==> src/rtl/snake_body_ctrl_pkg.sv <==
// snake_body_ctrl_pkg: shared direction/state encodings and playfield defaults
package snake_body_ctrl_pkg;
    localparam int XSIZE_DEF    = 48;
    localparam int YSIZE_DEF    = 64;
    localparam int MAX_SIZE_DEF = 20;
    localparam int COORD_W      = 6;

    typedef enum logic [1:0] {
        DIR_UP    = 2'b00,
        DIR_DOWN  = 2'b01,
        DIR_LEFT  = 2'b10,
        DIR_RIGHT = 2'b11
    } dir_e;

    typedef enum logic [2:0] {
        ST_IDLE,
        ST_REQ,
        ST_WAIT,
        ST_RUN,
        ST_OVER
    } state_e;

    // Opposite directions differ only in the low bit.
    function automatic dir_e dir_opp(input dir_e d);
        return dir_e'({d[1], ~d[0]});
    endfunction
endpackage

==> src/rtl/snake_collide.sv <==
// snake_collide: self-hit detect of a proposed head against the live body segments
module snake_collide
    import snake_body_ctrl_pkg::*;
#(
    parameter int MAX_SIZE = MAX_SIZE_DEF
) (
    input  logic [COORD_W-1:0]          head_x,
    input  logic [COORD_W-1:0]          head_y,
    input  logic [MAX_SIZE*COORD_W-1:0] body_x,
    input  logic [MAX_SIZE*COORD_W-1:0] body_y,
    input  logic [11:0]                 size,
    input  logic                        eat,
    output logic                        hit
);
    logic [11:0]         limit;
    logic [MAX_SIZE-1:0] hv;

    // The tail vacates this tick unless the snake grows.
    assign limit = eat ? size : size - 12'd1;

    for (genvar i = 0; i < MAX_SIZE; i++) begin : g_cmp
        assign hv[i] = (12'(i) < limit) &&
                       (body_x[i*COORD_W +: COORD_W] == head_x) &&
                       (body_y[i*COORD_W +: COORD_W] == head_y);
    end

    assign hit = |hv;
endmodule

==> src/rtl/snake_body_ctrl.sv <==
// snake_body_ctrl: snake body/motion controller with item request handshake
module snake_body_ctrl
    import snake_body_ctrl_pkg::*;
#(
    parameter int XSIZE    = XSIZE_DEF,
    parameter int YSIZE    = YSIZE_DEF,
    parameter int MAX_SIZE = MAX_SIZE_DEF,
    parameter int INIT_X   = 24,
    parameter int INIT_Y   = 32
) (
    input  logic                          i_Clk,
    input  logic                          i_Rst,
    input  logic                          i_Tick,
    input  logic [1:0]                    i_Dir,
    input  logic                          i_Start,
    input  logic [COORD_W-1:0]            i_Item_x,
    input  logic [COORD_W-1:0]            i_Item_y,
    input  logic                          i_isMakeItem_Done,
    output logic [MAX_SIZE*COORD_W-1:0]   o_Body_x,
    output logic [MAX_SIZE*COORD_W-1:0]   o_Body_y,
    output logic [11:0]                   o_Body_size,
    output logic                          o_ItemNeed,
    output logic [COORD_W-1:0]            o_Item_x,
    output logic [COORD_W-1:0]            o_Item_y,
    output logic                          o_GameOver
);
    localparam int BW = MAX_SIZE * COORD_W;

    function automatic logic [BW-1:0] init_body(input int c0, input int c1, input int c2);
        logic [BW-1:0] b;
        b = '0;
        b[0*COORD_W +: COORD_W] = COORD_W'(c0);
        b[1*COORD_W +: COORD_W] = COORD_W'(c1);
        b[2*COORD_W +: COORD_W] = COORD_W'(c2);
        return b;
    endfunction

    localparam logic [BW-1:0] INIT_BX = init_body(INIT_X, INIT_X - 1, INIT_X - 2);
    localparam logic [BW-1:0] INIT_BY = init_body(INIT_Y, INIT_Y, INIT_Y);

    state_e               state_q, state_d;
    dir_e                 dir_q, dir_d, dir_nx;
    logic [BW-1:0]        body_x_q, body_x_d, body_y_q, body_y_d;
    logic [11:0]          size_q, size_d;
    logic [COORD_W-1:0]   item_x_q, item_x_d, item_y_q, item_y_d;
    logic [COORD_W-1:0]   hx, hy, nx, ny;
    logic                 wall, eat, self_hit;

    assign hx     = body_x_q[COORD_W-1:0];
    assign hy     = body_y_q[COORD_W-1:0];
    assign dir_nx = (dir_e'(i_Dir) == dir_opp(dir_q)) ? dir_q : dir_e'(i_Dir);
    assign nx     = (dir_nx == DIR_LEFT) ? hx - 6'd1 : (dir_nx == DIR_RIGHT) ? hx + 6'd1 : hx;
    assign ny     = (dir_nx == DIR_UP) ? hy - 6'd1 : (dir_nx == DIR_DOWN) ? hy + 6'd1 : hy;
    assign wall   = (nx == '0) || (nx == COORD_W'(XSIZE - 1)) ||
                    (ny == '0) || (ny == COORD_W'(YSIZE - 1));
    assign eat    = (nx == item_x_q) && (ny == item_y_q);

    snake_collide #(.MAX_SIZE(MAX_SIZE)) u_collide (
        .head_x (nx),
        .head_y (ny),
        .body_x (body_x_q),
        .body_y (body_y_q),
        .size   (size_q),
        .eat    (eat),
        .hit    (self_hit)
    );

    always_comb begin
        state_d  = state_q;
        dir_d    = dir_q;
        body_x_d = body_x_q;
        body_y_d = body_y_q;
        size_d   = size_q;
        item_x_d = item_x_q;
        item_y_d = item_y_q;
        case (state_q)
            ST_IDLE: state_d = i_Start ? ST_REQ : ST_IDLE;
            ST_REQ:  state_d = ST_WAIT;
            ST_WAIT: if (i_isMakeItem_Done) begin
                item_x_d = i_Item_x;
                item_y_d = i_Item_y;
                state_d  = ST_RUN;
            end
            ST_RUN: if (i_Tick) begin
                dir_d = dir_nx;
                if (wall || self_hit) begin
                    state_d = ST_OVER;
                end else begin
                    body_x_d = {body_x_q[BW-COORD_W-1:0], nx};
                    body_y_d = {body_y_q[BW-COORD_W-1:0], ny};
                    if (eat) begin
                        size_d  = (size_q == 12'(MAX_SIZE)) ? size_q : size_q + 12'd1;
                        state_d = ST_REQ;
                    end
                end
            end
            ST_OVER: if (i_Start) begin
                body_x_d = INIT_BX;
                body_y_d = INIT_BY;
                size_d   = 12'd3;
                dir_d    = DIR_RIGHT;
                state_d  = ST_REQ;
            end
            default: state_d = ST_IDLE;
        endcase
    end

    always_ff @(posedge i_Clk or negedge i_Rst) begin
        if (!i_Rst) begin
            state_q  <= ST_IDLE;
            dir_q    <= DIR_RIGHT;
            body_x_q <= INIT_BX;
            body_y_q <= INIT_BY;
            size_q   <= 12'd3;
            item_x_q <= '0;
            item_y_q <= '0;
        end else begin
            state_q  <= state_d;
            dir_q    <= dir_d;
            body_x_q <= body_x_d;
            body_y_q <= body_y_d;
            size_q   <= size_d;
            item_x_q <= item_x_d;
            item_y_q <= item_y_d;
        end
    end

    assign o_Body_x    = body_x_q;
    assign o_Body_y    = body_y_q;
    assign o_Body_size = size_q;
    assign o_Item_x    = item_x_q;
    assign o_Item_y    = item_y_q;
    assign o_ItemNeed  = (state_q == ST_REQ);
    assign o_GameOver  = (state_q == ST_OVER);
endmodule

==> config.mk <==
export PLATFORM = sky130hd
export DESIGN_NAME = snake_body_ctrl
export DESIGN_NICKNAME = d
export VERILOG_FILES = /design/src/rtl/snake_body_ctrl_pkg.sv /design/src/rtl/snake_collide.sv /design/src/rtl/snake_body_ctrl.sv
export SDC_FILE = /design/constraint.sdc
export NUM_CORES = 1
export LEC_CHECK = 0
export CORE_ASPECT_RATIO = 0.7
export CORE_MARGIN = 2
export CORE_UTILIZATION = 30
export CTS_CLUSTER_DIAMETER = 60
export CTS_CLUSTER_SIZE = 40
export DETAILED_ROUTE_END_ITERATION = 16
export PLACE_DENSITY = 0.5
export SETUP_SLACK_MARGIN = 0.02
export SLEW_MARGIN = 10
export SYNTH_ARGS = -nofsm -noshare
export SYNTH_HDL_FRONTEND = slang
export SYNTH_SLANG_ARGS = --single-unit
==> constraint.sdc <==
create_clock -name i_Clk -period 6.68 [get_ports i_Clk]
set_clock_uncertainty 0.15 [all_clocks]
set_input_delay 1.336 -clock i_Clk [delete_from_list [all_inputs] [get_ports i_Clk]]
set_output_delay 1.336 -clock i_Clk [all_outputs]
set_load 0.01 [all_outputs]
==> impl_metrics.yaml <==
global_route:
  overflow: 0
  grt_first_pass_wirelength_mm: 99.5
  met2_usage: 0.343
  grt_max_degree: 121
  met1_usage: 0.383
  antenna_found_initial: 0
  grt_pass1_vias: 13660
  use_met3: 0.0572
  grt_use_total: 0.246
  grt_busiest_layer: "met1"
synth:
  synth_area_leader_cell: "dfrtp_1"
  synth_nets: 1510
  synth_top_area_share: 0.405
  netlist_top_cells_area: "dfrtp_1, a22o_1, xnor2_1"
  ys_async_sr_fraction: 1.00
  ys_seq_area_frac: 0.432
  yosys_warnings: 0
  syn_area_per_cell_um2: 10.5
  ys_seq_elements: 269
  ys.flop_type: "dfrtp_1"
  synth_edf_count: 0
  syn_area_um2: 15600
  synth_cells: 1484
  synth_cell_type_count: 88
layout:
  nets: 1861
  final_layout_size_suffix_gt1_frac: 0.145
  diodes: 0
  area_growth_pct: 35.9
  layout_common_cells: "clkdlybuf4s50_1, dfrtp_1, a22o_1"
  mostFrequentLayoutCell: "clkdlybuf4s50_1"
  design_area_um2: 21300
worst_hold_path:
  hold_path.class: "reg -> reg"
cts:
  cts_tree: "done"
  clock_latency_ps: 580
  clk_pin_slew_worst_paths_ps: 80
  post_cts_buffers: 0
  cts-root-buf: "clkbuf_16"
  cts_sinks: 269
  ctsHoldBuffers: 0
  cts.path.max_buffers: 3
  cts_buffers: 26
  h-tree-depth: 1
  post_cts_resize_count: 0
timing:
  worst_slack_ps: 432
  rsz0062_at_grt: "no"
  fmax_ghz: 0.160
  slew_headroom: 0.370
  hold_viol: 0
  final_max_slew_viol_count: 0
  holdWs_ps: 387
  fin_crit_sh: 0.935
  setup_tns_ps: 0
  period_needed_ps: 6250
  tightestPinTransition_ps: 944
  setup_violations: 0
critical_path:
  crit_slowest_cell: "a2111oi_0"
  slowest_delay_ps: 730
  cp_common_cell: "buf_4"
  crit_type: "in -> reg"
  cp_top_family: "buffers and inverters"
  worstPathCellList: "clkdlybuf4s50_1, buf_4, buf_4, buf_4, nor4b_1, mux2i_1, buf_4, buf_4, xnor2_2, buf_4, xnor2_1, a2111oi_0, nand3_1, nor3_1, a21bo_2, o311a_1, nor3_4, nand2_1, a21o_4, buf_12, buf_12, a22o_1"
  crit_path_end_kind: "flop"
  crit_required_ps: 7030
  path_max_fanout: 28
  critical_path_buf_inv_count: 9
  critPathLaunchType: "primary input"
  worstPathArrival_ps: 6600
power:
  p_leak_nw: 8.95
  power_density_nw_per_um2: 607
  irDropWorstVdd_v: 0.000244
  total_power_mw: 12.9
place:
  place_worst_setup_slack_ps: -230
  port_buffers: 284
  globalplace.congestion: 0.887
  dp.final_hpwl_mm: 50.5
  dpl_cell_area_um2: 20200
route:
  drt-initial-drc-count: 1387
  wl_per_cell_um: 27.0
  viasPerCell: 5.68
  drc: 0
  drt_wl_total_mm: 68.2
  ant_nets: 0
  dr.pass1.iters: 6
  num_vias: 14352
floorplanning:
  die_y_um: 195
  dieArea_um2: 54000
  ios: 285
  row_count: 69
  coreArea_um2: 51100
  die_x_um: 277
  start_util: 0.306
outcome:
  status: "completed"
run:
  maxCapViolCount: 0
## routing by layer
layer,wire (um),part of all wire,vias to the layer above
met1,32800,0.48,7283
met2,27700,0.41,684
met4,1420,0.021,0
met5,0,0,-
met3,6200,0.091,85
li1,-,-,6300
## cells in the mapped netlist, types with 17 or more instances
library cell and n:
nor3_1 52, xnor2_1 169, nand2b_1 17, xor2_1 65, nand3_1 49, buf_6 21, buf_2 35, nand2_1 48
o21ai_0 41, dfrtp_1 253, clkbuf_1 48, nand4_1 25, a21oi_1 48, inv_1 29, nor2_1 49, a22o_1 218
a31oi_1 19
## registers in the layout, indices dropped and copies added (netlist names)
name         flops
o_Body_x       120
o_Body_y       120
o_Body_size     12
o_Item_x         6
o_Item_y         6
state_q          3
dir_q            2
## logic make-up after synthesis
family,count (synthesis),synth area share
and+or+nand+nor,339,0.120
buffers and inverters,151,0.0501
DFF,269,0.432
muxes,29,0.0222
xor gates and xnor gates,248,0.151
AOI/OAI and AO/OA,441,0.219
adders and majority gates,7,0.00560
## worst paths after layout
path	from	end	slack (ps)	cells after the start
worst max register to register	o_Body_y[1]	o_Body_y[1]	790	15
min in group asynchronous	i_Rst	o_Body_x[97]	630	1
max in group asynchronous	i_Rst	o_Body_y[16]	4450	2
worst min-delay path	o_Body_x[7]	o_Body_x[13]	390	2
worst max-delay path	i_Dir[1]	o_Body_y[89]	430	22
worst min register to register	o_Body_x[7]	o_Body_x[13]	390	2
## worst register-to-register path, cell delays in order, from the launching register on
cell       delay (ps)
dfrtp_1           950
inv_1             200
ha_1              310
mux2i_1           210
o2111ai_1         160
or4_4             500
or4b_1            660
or3_1             400
a31oi_1           170
a31oi_1           130
or4b_4            570
nor3_4            260
nand2_1           110
buf_4             220
a21oi_2           570
o22ai_1           170
## final cells by class
type	count	area, um^2
Clock buffer	28	679
Clock inverter	19	330
Fill cell	4936	29800
Inverter	31	116
Multi-Input combinational cell	1064	8200
Sequential cell	269	6750
Tap cell	674	843
Timing Repair Buffer	443	4340
## metrics by stage
stage | std cells | util
2_1_floorplan | 1484 | -
3_3_place_gp | 2481 | 0.396
3_5_place_dp | 2481 | 0.396
4_1_cts | 2528 | 0.416
5_1_grt | 2528 | 0.416
6_report | 2528 | 0.416
## power breakdown
part	total (mW)	leakage, nW	internal [mW]	switching, mW
registers	3.65	3.54	2.28	1.37
clock network	1.74	0.489	0.896	0.841
logic	7.51	4.92	3.77	3.73
Power figures use the tool's default switching activity.
